`src/rtl/mmio_uart_tx.sv`:
```
// mmio_uart_tx: snoops the CPU store bus, queues bytes written to TX_ADDR
// and serialises them 8N1 on tx. STATUS_ADDR bit 0 clears the sticky overflow.
module mmio_uart_tx #(
   parameter logic [31:0] TX_ADDR      = 32'd64,
   parameter logic [31:0] STATUS_ADDR  = 32'd65,
   parameter int unsigned DEPTH        = 8,
   parameter int unsigned CLKS_PER_BIT = 16
) (
   input  logic        clk,
   input  logic        reset,
   input  logic        memwrite,
   input  logic [31:0] dataadr,
   input  logic [31:0] writedata,
   output logic [31:0] status,
   output logic        tx
);

   localparam int unsigned AW = $clog2(DEPTH);
   localparam int unsigned PW = AW + 1;
   localparam int unsigned CW = (CLKS_PER_BIT > 1) ? $clog2(CLKS_PER_BIT) : 1;
   localparam logic [CW-1:0] BAUD_LAST = CW'(CLKS_PER_BIT - 1);

   typedef enum logic [1:0] {IDLE, START, DATA, STOP} state_e;

   state_e        state_q;
   logic [CW-1:0] baud_q;
   logic [2:0]    bit_q;
   logic [7:0]    sh_q;
   logic          tx_q;
   logic          overflow_q;
   logic          overflow_d;
   logic [PW-1:0] wr_ptr_q;
   logic [PW-1:0] rd_ptr_q;
   logic [7:0]    mem_q [DEPTH];

   logic          fifo_empty;
   logic          fifo_full;
   logic          push_req;
   logic          push;
   logic          drop;
   logic          clr;
   logic          baud_done;
   logic          pop;
   logic [7:0]    head;
   logic          busy;
   logic          unused_bits;

   assign fifo_empty = (wr_ptr_q == rd_ptr_q);
   assign fifo_full  = (wr_ptr_q[AW] != rd_ptr_q[AW]) &&
                       (wr_ptr_q[AW-1:0] == rd_ptr_q[AW-1:0]);

   assign push_req = memwrite && (dataadr == TX_ADDR);
   assign push     = push_req && !fifo_full;
   assign drop     = push_req && fifo_full;
   assign clr      = memwrite && (dataadr == STATUS_ADDR) && writedata[0];

   assign baud_done = (baud_q == BAUD_LAST);
   assign pop       = !fifo_empty &&
                      ((state_q == IDLE) || ((state_q == STOP) && baud_done));
   assign head      = mem_q[rd_ptr_q[AW-1:0]];

   assign busy        = (state_q != IDLE);
   assign status      = {28'b0, overflow_q, fifo_full, fifo_empty, busy};
   assign tx          = tx_q;
   assign unused_bits = ^writedata[31:8];

   // Sticky overflow: a dropped push outranks a same-cycle clear
   always_comb begin
      overflow_d = overflow_q;
      if (clr)  overflow_d = 1'b0;
      if (drop) overflow_d = 1'b1;
   end

   // Overflow flag and FIFO pointers
   always_ff @(posedge clk or posedge reset) begin
      if (reset) begin
         overflow_q <= 1'b0;
         wr_ptr_q   <= '0;
         rd_ptr_q   <= '0;
      end else begin
         overflow_q <= overflow_d;
         if (push) wr_ptr_q <= wr_ptr_q + PW'(1);
         if (pop)  rd_ptr_q <= rd_ptr_q + PW'(1);
      end
   end

   // FIFO storage; contents are don't-care while the slot is unoccupied
   always_ff @(posedge clk) begin
      if (push) mem_q[wr_ptr_q[AW-1:0]] <= writedata[7:0];
   end

   // Transmit FSM: start bit, 8 data bits LSB first, stop bit
   always_ff @(posedge clk or posedge reset) begin
      if (reset) begin
         state_q <= IDLE;
         baud_q  <= '0;
         bit_q   <= '0;
         sh_q    <= '0;
         tx_q    <= 1'b1;
      end else begin
         unique case (state_q)
            IDLE: begin
               tx_q   <= 1'b1;
               baud_q <= '0;
               bit_q  <= '0;
               if (!fifo_empty) begin
                  sh_q    <= head;
                  tx_q    <= 1'b0;
                  state_q <= START;
               end
            end
            START: begin
               if (baud_done) begin
                  baud_q  <= '0;
                  bit_q   <= '0;
                  tx_q    <= sh_q[0];
                  sh_q    <= {1'b0, sh_q[7:1]};
                  state_q <= DATA;
               end else begin
                  baud_q <= baud_q + CW'(1);
               end
            end
            DATA: begin
               if (baud_done) begin
                  baud_q <= '0;
                  if (bit_q == 3'd7) begin
                     tx_q    <= 1'b1;
                     state_q <= STOP;
                  end else begin
                     tx_q  <= sh_q[0];
                     sh_q  <= {1'b0, sh_q[7:1]};
                     bit_q <= bit_q + 3'd1;
                  end
               end else begin
                  baud_q <= baud_q + CW'(1);
               end
            end
            STOP: begin
               if (baud_done) begin
                  baud_q <= '0;
                  bit_q  <= '0;
                  if (!fifo_empty) begin
                     sh_q    <= head;
                     tx_q    <= 1'b0;
                     state_q <= START;
                  end else begin
                     tx_q    <= 1'b1;
                     state_q <= IDLE;
                  end
               end else begin
                  baud_q <= baud_q + CW'(1);
               end
            end
            default: begin
               tx_q    <= 1'b1;
               state_q <= IDLE;
            end
         endcase
      end
   end

endmodule

```
`config.mk`:
```
export PLATFORM = sky130hd
export DESIGN_NAME = mmio_uart_tx
export DESIGN_NICKNAME = d
export VERILOG_FILES = /design/src/rtl/mmio_uart_tx.sv
export SDC_FILE = /design/constraint.sdc
export NUM_CORES = 1
export LEC_CHECK = 0
export CAP_MARGIN = 20
export CORE_MARGIN = 3
export CORE_UTILIZATION = 54
export CTS_CLUSTER_SIZE = 12
export DETAILED_ROUTE_END_ITERATION = 6
export GPL_ROUTABILITY_DRIVEN = 0
export GPL_TIMING_DRIVEN = 0
export PLACE_DENSITY = 0.89
export SYNTH_ARGS = -nofsm -noshare
export SYNTH_HDL_FRONTEND = slang
export SYNTH_SLANG_ARGS = --single-unit
export TNS_END_PERCENT = 10
```
`constraint.sdc`:
```
create_clock -name clk -period 4.11 [get_ports clk]
set_clock_uncertainty 0.05 [all_clocks]
set_input_delay 0.822 -clock clk [delete_from_list [all_inputs] [get_ports clk]]
set_output_delay 0.822 -clock clk [all_outputs]
set_load 0.02 [all_outputs]
```
# --- Word-level counts from Yosys, hierarchy flattened ---
# Memory sizes are Yosys's and may differ from the RTL's.
# Index checks and enable logic that the tools add are counted.
classes:
  n_mux: 29
  eq_ne: 17
  n_reduce_logical: 20
  n_addsub: 4
op_table:
  columns: ["op", "n"]
  rows:
  - ["$eq 32x7->1 const B", 2]
  - ["$mux 8", 5]
  - ["$pmux 8 s4", 1]
  - ["$add 4x1->4 const B", 3]
  - ["$ne 2x2->1 const B", 6]
  - ["$mux 1", 10]
  - ["$mux 2", 5]
  - ["$mux 3", 3]
  - ["$pmux 3 s3", 1]
  - ["$logic_and 1x1->1", 8]
  - ["$pmux 2 s4", 1]
  - ["$pmux 4 s2", 1]
  - ["$reduce_and 3->1", 2]
  - ["$reduce_and 5->1", 1]
  - ["$eq 2x2->1 const B", 2]
  - ["$eq 4x4->1", 1]
  - ["$eq 4x4->1 const B", 1]
  - ["$mux 4", 1]
  - ["$pmux 1 s4", 1]
  - ["$reduce_and 4->1", 1]
  - ["$reduce_bool 2->1", 2]
  - ["$add 3x1->3 const B", 1]
  - ["$eq 3x3->1", 1]
  - ["$eq 3x3->1 const B", 1]
  - ["8 further kinds", 9]
totals:
  reg_bits: 27
  word_cells: 79
  output_inout_bits: 33
  ramBits: 64
  mem_count: 1
  inputBits: 67
mem_list:
  columns: ["memory", "depth", "width", "rd", "rd_clocked_by_memory_dff", "write_ports", "line", "source"]
  rows:
  - ["mem_q", 8, 8, 1, 0, 1, "34", "logic [7:0] mem_q [DEPTH];"]

# --- Depth between registers and ports, before layout ---
# Gate-level depths: netlist of run 1.
logic_depth:
  word_depth: 6
  ltp_mapped: 9
  ltp_nobuf: 7

# --- Worst setup path after synthesis of run 1 ---
# Ideal clock, no wire load.
synth_path:
  path_kind: "input port to flip-flop"
  from: "in dataadr[21]"
  to: "mem mem_q[6][0] (enable)"
  path_buffers: 0
  setup_slack_ns: 1.151
  t_required_ns: 3.662
  cell_stages: 5
  setup_time_ns: 0.398
  t_arrival_ns: 2.512
  path_cell_list: "nor4_2 nand4_1 nor3_2 nand2_1 nor4b_1"
synth_between:
  elab_chain_len: 5
synth_lines:
  columns: ["element", "line", "source"]
  rows:
  - ["start, declared", "12", "input logic [31:0] dataadr,"]
  - ["$eq 32x7->1", "52", "assign push_req = memwrite && (dataadr == TX_ADDR);"]
  - ["$logic_and 1x1->1", "52", null]
  - ["$logic_and 1x1->1", "53", "assign push = push_req && !fifo_full;"]
  - ["$mux 1", "89", "if (push) mem_q[wr_ptr_q[AW-1:0]] <= writedata[7:0];"]
  - ["$mux 1 (implied by the code)", "89", null]
  - ["end, declared", "34", null]
# Every way passes these cells.

# --- Worst setup path after layout of run 1 ---
layout_path:
  from: "reg rd_ptr_q[1]"
  to: "out status[2]"
layout_between:
  elab_chain_len: 2
layout_lines:
  columns: ["element", "line", "source"]
  rows:
  - ["start, declared", "33", "logic [PW-1:0] rd_ptr_q;"]
  - ["start signal, assigned", "83", "if (pop) rd_ptr_q <= rd_ptr_q + PW'(1);"]
  - ["$eq 3x3->1", "50", "(wr_ptr_q[AW-1:0] == rd_ptr_q[AW-1:0]);"]
  - ["$logic_and 1x1->1", "49", "assign fifo_full = (wr_ptr_q[AW] != rd_ptr_q[AW]) &&"]
  - ["end, declared", "14", "output logic [31:0] status,"]
# Every way passes these cells.

==> results of run 1 <==
## report_power, final
group | switching [mW] | total, mW | internal (mW)
registers | 0.0242 | 1.05 | 1.02
clock network | 0.343 | 0.579 | 0.237
logic | 0.115 | 0.219 | 0.104
## cells in the final DEF, fill, tap and decap left out, types with 4 or more instances in the layout
master | netlist | final
a21oi_1 | 5 | 5
buf_2 | 4 | 4
buf_4 | 33 | 39
clkbuf_1 | 4 | 4
clkbuf_8 | 0 | 9
clkdlybuf4s50_1 | 0 | 46
conb_1 | 1 | 28
dfrtp_1 | 26 | 26
edfxtp_1 | 64 | 64
ha_1 | 10 | 10
inv_1 | 10 | 10
mux4_2 | 15 | 15
nand2_1 | 19 | 19
nor2_1 | 6 | 6
nor4_2 | 3 | 5
nor4b_2 | 4 | 6
o21ai_0 | 16 | 16
o21ai_1 | 8 | 8
o22a_1 | 7 | 7
xnor2_1 | 6 | 6
## registers in the layout, indices dropped and copies added, names as in the netlist
register / cells
baud_q: 4
bit_q: 3
wr_ptr_q: 4
rd_ptr_q: 4
mem_q: 64
overflow_q: 1
sh_q: 8
state_q: 2
tx: 1
## routing by layer
layer	vias up	wire, um	track usage (%)
met4	0	233	10.70
met1	1291	3322	25.08
met3	21	589	3.867
met5	-	0	0
met2	118	4755	36.50
li1	1232	-	-
## layout make-up
type	instances	area, um2	share of cell area, %
Sequential cell	91	2599	49.35
Buffer	43	297.8	5.655
Multi-Input combinational cell	176	1484	28.18
Inverter	10	37.54	0.7128
Tap cell	99	123.9	2.352
Clock buffer	9	123.9	2.352
Clock inverter	7	67.56	1.283
Timing Repair Buffer	53	533.0	10.12
## path summary, 6_finish.rpt
check / from / end / slack, ps / cells past startpoint
setup / recovery: rd_ptr_q[1]$_DFFE_PP0P_ / status[2] / 800 / 4
hold / removal: tx$_DFFE_PP1P_ / tx$_DFFE_PP1P_ / 430 / 2
setup reg to reg: wr_ptr_q[0]$_DFFE_PP0P_ / mem_q[3][4]$_DFFE_PP_ / 1400 / 7
hold reg to reg: tx$_DFFE_PP1P_ / tx$_DFFE_PP1P_ / 430 / 2
max in group asynchronous: reset / tx$_DFFE_PP1P_ / 2770 / 3
min in group asynchronous: reset / bit_q[2]$_DFFE_PP0P_ / 710 / 2
## through the flow
stage,cell area (um2),hold WS [ps],std cells
finish,5266,425.5,488
global route,5266,456.0,488
CTS,5224,433.1,485
detailed placement,5032,418.5,469
global placement,4977,405.3,465
floorplan,4393,399.5,320
## logic make-up after synthesis
kind of cell               count (synthesis)  synth area share, %
DFF                                       91                60.55
and+or+nand+nor                           63                10.23
buffers and inverters                     53                7.813
AOI/OAI and AO/OA                         46                6.997
muxes                                     18                8.630
xor gates and xnor gates                  11                2.770
adders and majority gates                 10                2.915
other                                      1              0.08738
## tightest hold or removal path: cells and delay by family, from the launching register on
family                 cells  cell delay [ps]
buffers and inverters      1               50
flip-flops                 1              380
AO/OA/AOI/OAI              1               60
==> flow_metrics.py, run 1 <==
metrics = {
    "status": {
        "outcome": "completed",
    },
    "synth": {
        "synth_top_area_share_pct": 44.78,
        "syn_inst": 293,
        "synth.avg_cell_area_um2": 14.65,
        "synth_edf_count": 64,
        "yosys_warnings": 0,
        "synth-async-reset-ratio_pct": 29.67,
        "synthTopCellsByCount": "64 x edfxtp_1, 33 x buf_4, 26 x dfrtp_1, 19 x nand2_1, 16 x o21ai_0",
        "synth.most_common_cell": "edfxtp_1",
        "synth-seq-area-share_pct": 60.55,
        "yosysTopAreaCell": "edfxtp_1",
        "synth_area_um2": 4292,
        "ys.flop_type": "edfxtp_1",
        "ys_top_cells_by_area": "edfxtp_1 45%, dfrtp_1 15%, mux4_2 7.9%",
        "ys_types": 52,
        "ys_seq_elements": 91,
    },
    "setup_path": {
        "crit_slowest_cell": "clkdlybuf4s50_1",
        "slowest_delay_ps": 590,
        "startpoint_type": "register",
        "critPathBufInv": 2,
        "crit_family": "buffers and inverters",
        "critPathKind": "register to output port",
        "path_cells": "xor2_2 -> nor4_4 -> buf_4 -> clkdlybuf4s50_1",
        "crit_path_end_kind": "output port",
        "worstPathMaxFanout": 7,
        "crit_arrival_ps": 2440,
        "crit_required_ps": 3240,
    },
    "global_route": {
        "grt-ovfl-total": 0,
        "grt.total_usage_pct": 21.06,
        "grt_pass1_vias": 2618,
        "antenna_found_initial": 0,
        "grt_max_degree": 28,
        "grt_first_pass_wirelength_um": 13850,
    },
    "cells_and_area": {
        "final_net_count": 461,
        "insertedDiodeCount": 0,
        "syn_to_final_growth_pct": 22.71,
        "final_util_pct": 70.35,
        "fillCellCount": 490,
        "layout-drive-gt1-share_pct": 26.22,
    },
    "drt": {
        "vias": 2662,
        "drc": 0,
        "wl_um": 8900,
        "wl_per_cell_um": 18.24,
        "firstDrtPassIters": 4,
        "first_iter_violations": 187,
        "antenna_left": 0,
        "vias_per_cell": 5.455,
    },
    "timing": {
        "worstMarginPinSlew_ps": 859.9,
        "fmax_mhz": 302.0,
        "drv_slew": 0,
        "post-route-period-util_pct": 80.58,
        "rsz0062_at_grt": "false",
        "tns_ps": 0,
        "setup_ws_ps": 798.4,
        "hold_viol_final": 0,
        "slew_headroom_pct": 42.46,
        "setup_viol": 0,
        "post-route-min-period_ps": 3312,
    },
    "cts": {
        "clock_sinks": 91,
        "cts_buffers": 9,
        "ctsHoldBuffers": 0,
        "path_clk_slew_ps": 90,
        "clock_latency_ps": 360,
        "clockBufferDepth": 2,
        "cts_tree": "done",
        "htree_levels": 3,
        "ctsRootBufferMaster": "clkbuf_8",
        "cts_resized": 0,
        "cts_setup_buffers": 0,
    },
    "die": {
        "num_rows": 31,
        "io-pin-count": 100,
        "die_h_um": 95.15,
        "coreArea_um2": 7486,
        "start_util_pct": 57.33,
        "dieArea_um2": 9054,
        "dieWidth_um": 95.15,
    },
    "min_path": {
        "hp-class": "register to register",
    },
    "pwr": {
        "p_per_area_nw_per_um2": 350.4,
        "p_total_mw": 1.845,
        "ir_worst_vdd_mv": 0.3511,
        "p_leak_nw": 2.026,
    },
    "place": {
        "hpwlAfterDp_um": 6400,
        "preCtsSetupSlack_ps": 214.3,
        "portBuffers": 46,
    },
    "run": {
        "maxCapViolations": 0,
    },
}
(Power assumes the default switching activity.)
==> run 2, diff against run 1 <==
--- a/config.mk
+++ b/config.mk
@@ -7,12 +7,12 @@
 export LEC_CHECK = 0
 export CAP_MARGIN = 20
 export CORE_MARGIN = 3
-export CORE_UTILIZATION = 54
+export CORE_UTILIZATION = 50
 export CTS_CLUSTER_SIZE = 12
 export DETAILED_ROUTE_END_ITERATION = 6
 export GPL_ROUTABILITY_DRIVEN = 0
 export GPL_TIMING_DRIVEN = 0
-export PLACE_DENSITY = 0.89
+export PLACE_DENSITY = 0.84
 export SYNTH_ARGS = -nofsm -noshare
 export SYNTH_HDL_FRONTEND = slang
 export SYNTH_SLANG_ARGS = --single-unit
==> constraint.sdc (replaced) <==
create_clock -name clk -period 3.1 [get_ports clk]
set_clock_uncertainty 0.05 [all_clocks]
set_input_delay 0.62 -clock clk [delete_from_list [all_inputs] [get_ports clk]]
set_output_delay 0.62 -clock clk [all_outputs]
set_load 0.02 [all_outputs]
==> run 2 against run 1 <==
Largest power group unchanged. Count of clock-buffer cells in the layout stayed put. Worst setup slack lost 700 ps. Critical path type is now primary input to register. Power rose by 34%. Sequential power grew 32%. Via count is 1.5% lower. Clock power increased by 39%. Die area rose by 7.5%. First-iteration DRC count up 24%. Non-clock buffer count is 2 higher.
==> flow_metrics.py, run 2 (synthesis gave the netlist of run 1 again) <==
metrics = {
    "cts": {
        "htree_levels": 3,
        "clock_sinks": 91,
        "path_clk_slew_ps": 100,
        "cts_buffers": 9,
        "ctsRootBufferMaster": "clkbuf_8",
        "clockBufferDepth": 2,
        "cts_tree": "done",
        "clock_latency_ps": 360,
    },
    "cells_and_area": {
        "fillCellCount": 599,
        "syn_to_final_growth_pct": 24.02,
        "largest_register_ffs": 64,
        "stdcell_count": 496,
        "insertedDiodeCount": 0,
        "final_common_cell": "edfxtp_1",
        "layout-drive-gt1-share_pct": 26.85,
        "most-common-layout-cells": "64 x edfxtp_1, 45 x clkdlybuf4s50_1, 42 x buf_4, 28 x conb_1, 26 x dfrtp_1",
        "final_net_count": 463,
    },
    "setup_path": {
        "critPathKind": "primary input to register",
        "rrSetupSlack_ps": 210,
        "crit_arrival_ps": 3020,
        "reg2reg_to": "mem_q[3][7]$_DFFE_PP_",
        "crit_required_ps": 3120,
        "worstPathMaxFanout": 6,
        "startpoint_type": "primary input",
        "worst_r2r_startpoint": "wr_ptr_q[0]$_DFFE_PP0P_",
        "crit_path_end_kind": "register",
        "crit_end": "mem_q[1][1]$_DFFE_PP_",
        "reg2reg_depth": 8,
        "startpoint": "dataadr[8]",
    },
    "die": {
        "dieArea_um2": 9731,
        "dieWidth_um": 98.65,
        "num_rows": 33,
        "coreArea_um2": 8258,
        "die_h_um": 98.65,
        "start_util_pct": 51.97,
        "io-pin-count": 100,
    },
    "drt": {
        "vias_per_cell": 5.286,
        "wl_per_cell_um": 17.12,
        "firstDrtPassIters": 4,
        "vias": 2622,
        "antenna_left": 0,
        "wl_um": 8490,
        "first_iter_violations": 232,
        "drc": 0,
    },
    "timing": {
        "drv_slew": 0,
        "slew_headroom_pct": 42.18,
        "post-route-period-util_pct": 96.73,
        "hold_viol_final": 0,
        "post-route-min-period_ps": 2999,
        "setup_viol": 0,
        "fmax_mhz": 333.5,
        "worstMarginPinSlew_ps": 864.2,
        "rsz0062_at_grt": "false",
    },
    "run": {
        "maxCapViolations": 0,
    },
    "global_route": {
        "grt_max_degree": 28,
        "grt-ovfl-total": 0,
        "grt.total_usage_pct": 18.04,
        "antenna_found_initial": 0,
        "grt_pass1_vias": 2678,
        "grt_first_pass_wirelength_um": 13460,
    },
    "status": {
        "outcome": "completed",
    },
    "place": {
        "hpwlAfterDp_um": 6081,
        "portBuffers": 46,
        "dp_cells": 476,
    },
    "pwr": {
        "p_total_mw": 2.477,
        "ir_worst_vdd_mv": 0.3910,
        "p_leak_nw": 2.035,
        "p_per_area_nw_per_um2": 465.3,
    },
    "min_path": {
        "hp-start": "tx$_DFFE_PP1P_",
        "hp-class": "register to register",
    },
}
==> run 2: changes by cell type in the layout (fill, tap and decap cells not counted) <==
cell / delta
inv_8: -2
clkinv_2: +1
clkinv_4: -1
inv_6: -1
buf_4: +3
nor4b_4: +3
bufinv_16: +1
clkinvlp_4: +2
nor4b_2: -3
clkdlybuf4s50_1: -1
==> run 2: per-layer routing <==
layer	up-vias	wire, um	part of all wire, %	track usage [%]
met5	-	0	0	0
met4	0	161	1.9	6.723
met3	17	618	7.3	3.822
met2	109	4473	53	31.41
met1	1262	3237	38	22.21
li1	1234	-	-	-
==> run 2: critical path, stage by stage <==
cell             delay, ps
clkdlybuf4s50_1        410
nor4_1                 290
nand4_1                190
or2_4                  330
or3_4                  410
nor4b_4                520
buf_4                  250
==> run 2: stage by stage <==
step / hold WS, ps / setup TNS, ps / util [%] / instance area (um2) / worst slack [ps]
6_report: 414.9 / 0 / 64.45 / 5323 / 101.3
5_1_grt: 423.1 / 0 / 64.45 / 5323 / 8.779
4_1_cts: 417.9 / -74.81 / 63.77 / 5266 / -74.81
3_5_place_dp: 402.5 / -11990 / 61.12 / 5047 / -696.4
3_3_place_gp: 406.6 / -36980 / 60.36 / 4985 / -1051
2_1_floorplan: 399.5 / 0 / - / 4393 / 342.6
==> run 2: layout make-up <==
type	instances	area, um2	share of cell area [%]
Inverter	10	37.54	0.7052
Clock inverter	7	77.57	1.457
Timing Repair Buffer	55	545.5	10.25
Buffer	43	297.8	5.595
Sequential cell	91	2599	48.82
Multi-Input combinational cell	176	1510	28.37
Tap cell	105	131.4	2.468
Clock buffer	9	123.9	2.327
==> run 2: how the worst min path moves through the flow <==
stage	slack [ps]	cells after the start	to
final	410	2	tx$_DFFE_PP1P_
after global routing	420	2	tx$_DFFE_PP1P_
after CTS	420	2	tx$_DFFE_PP1P_
after detailed placement	400	2	tx$_DFFE_PP1P_
after global placement	410	2	tx$_DFFE_PP1P_
after floorplan	400	2	sh_q[7]$_DFFE_PP0P_
==> run 2: repair_timing <==
item,4_1_cts,5_1_grt
resized for setup,2,2
setup endpoints to repair,13,8
hold buffers,0,0
pin swaps,0,3
buffers inserted,0,3
==> run 2: report_power, final <==
| part | total, mW | internal [mW] | leakage (nW) | switching, mW |
|---|---|---|---|---|
| logic | 0.282 | 0.138 | 0.993 | 0.144 |
| clock network | 0.806 | 0.378 | 0.0934 | 0.429 |
| registers | 1.39 | 1.36 | 0.949 | 0.0319 |
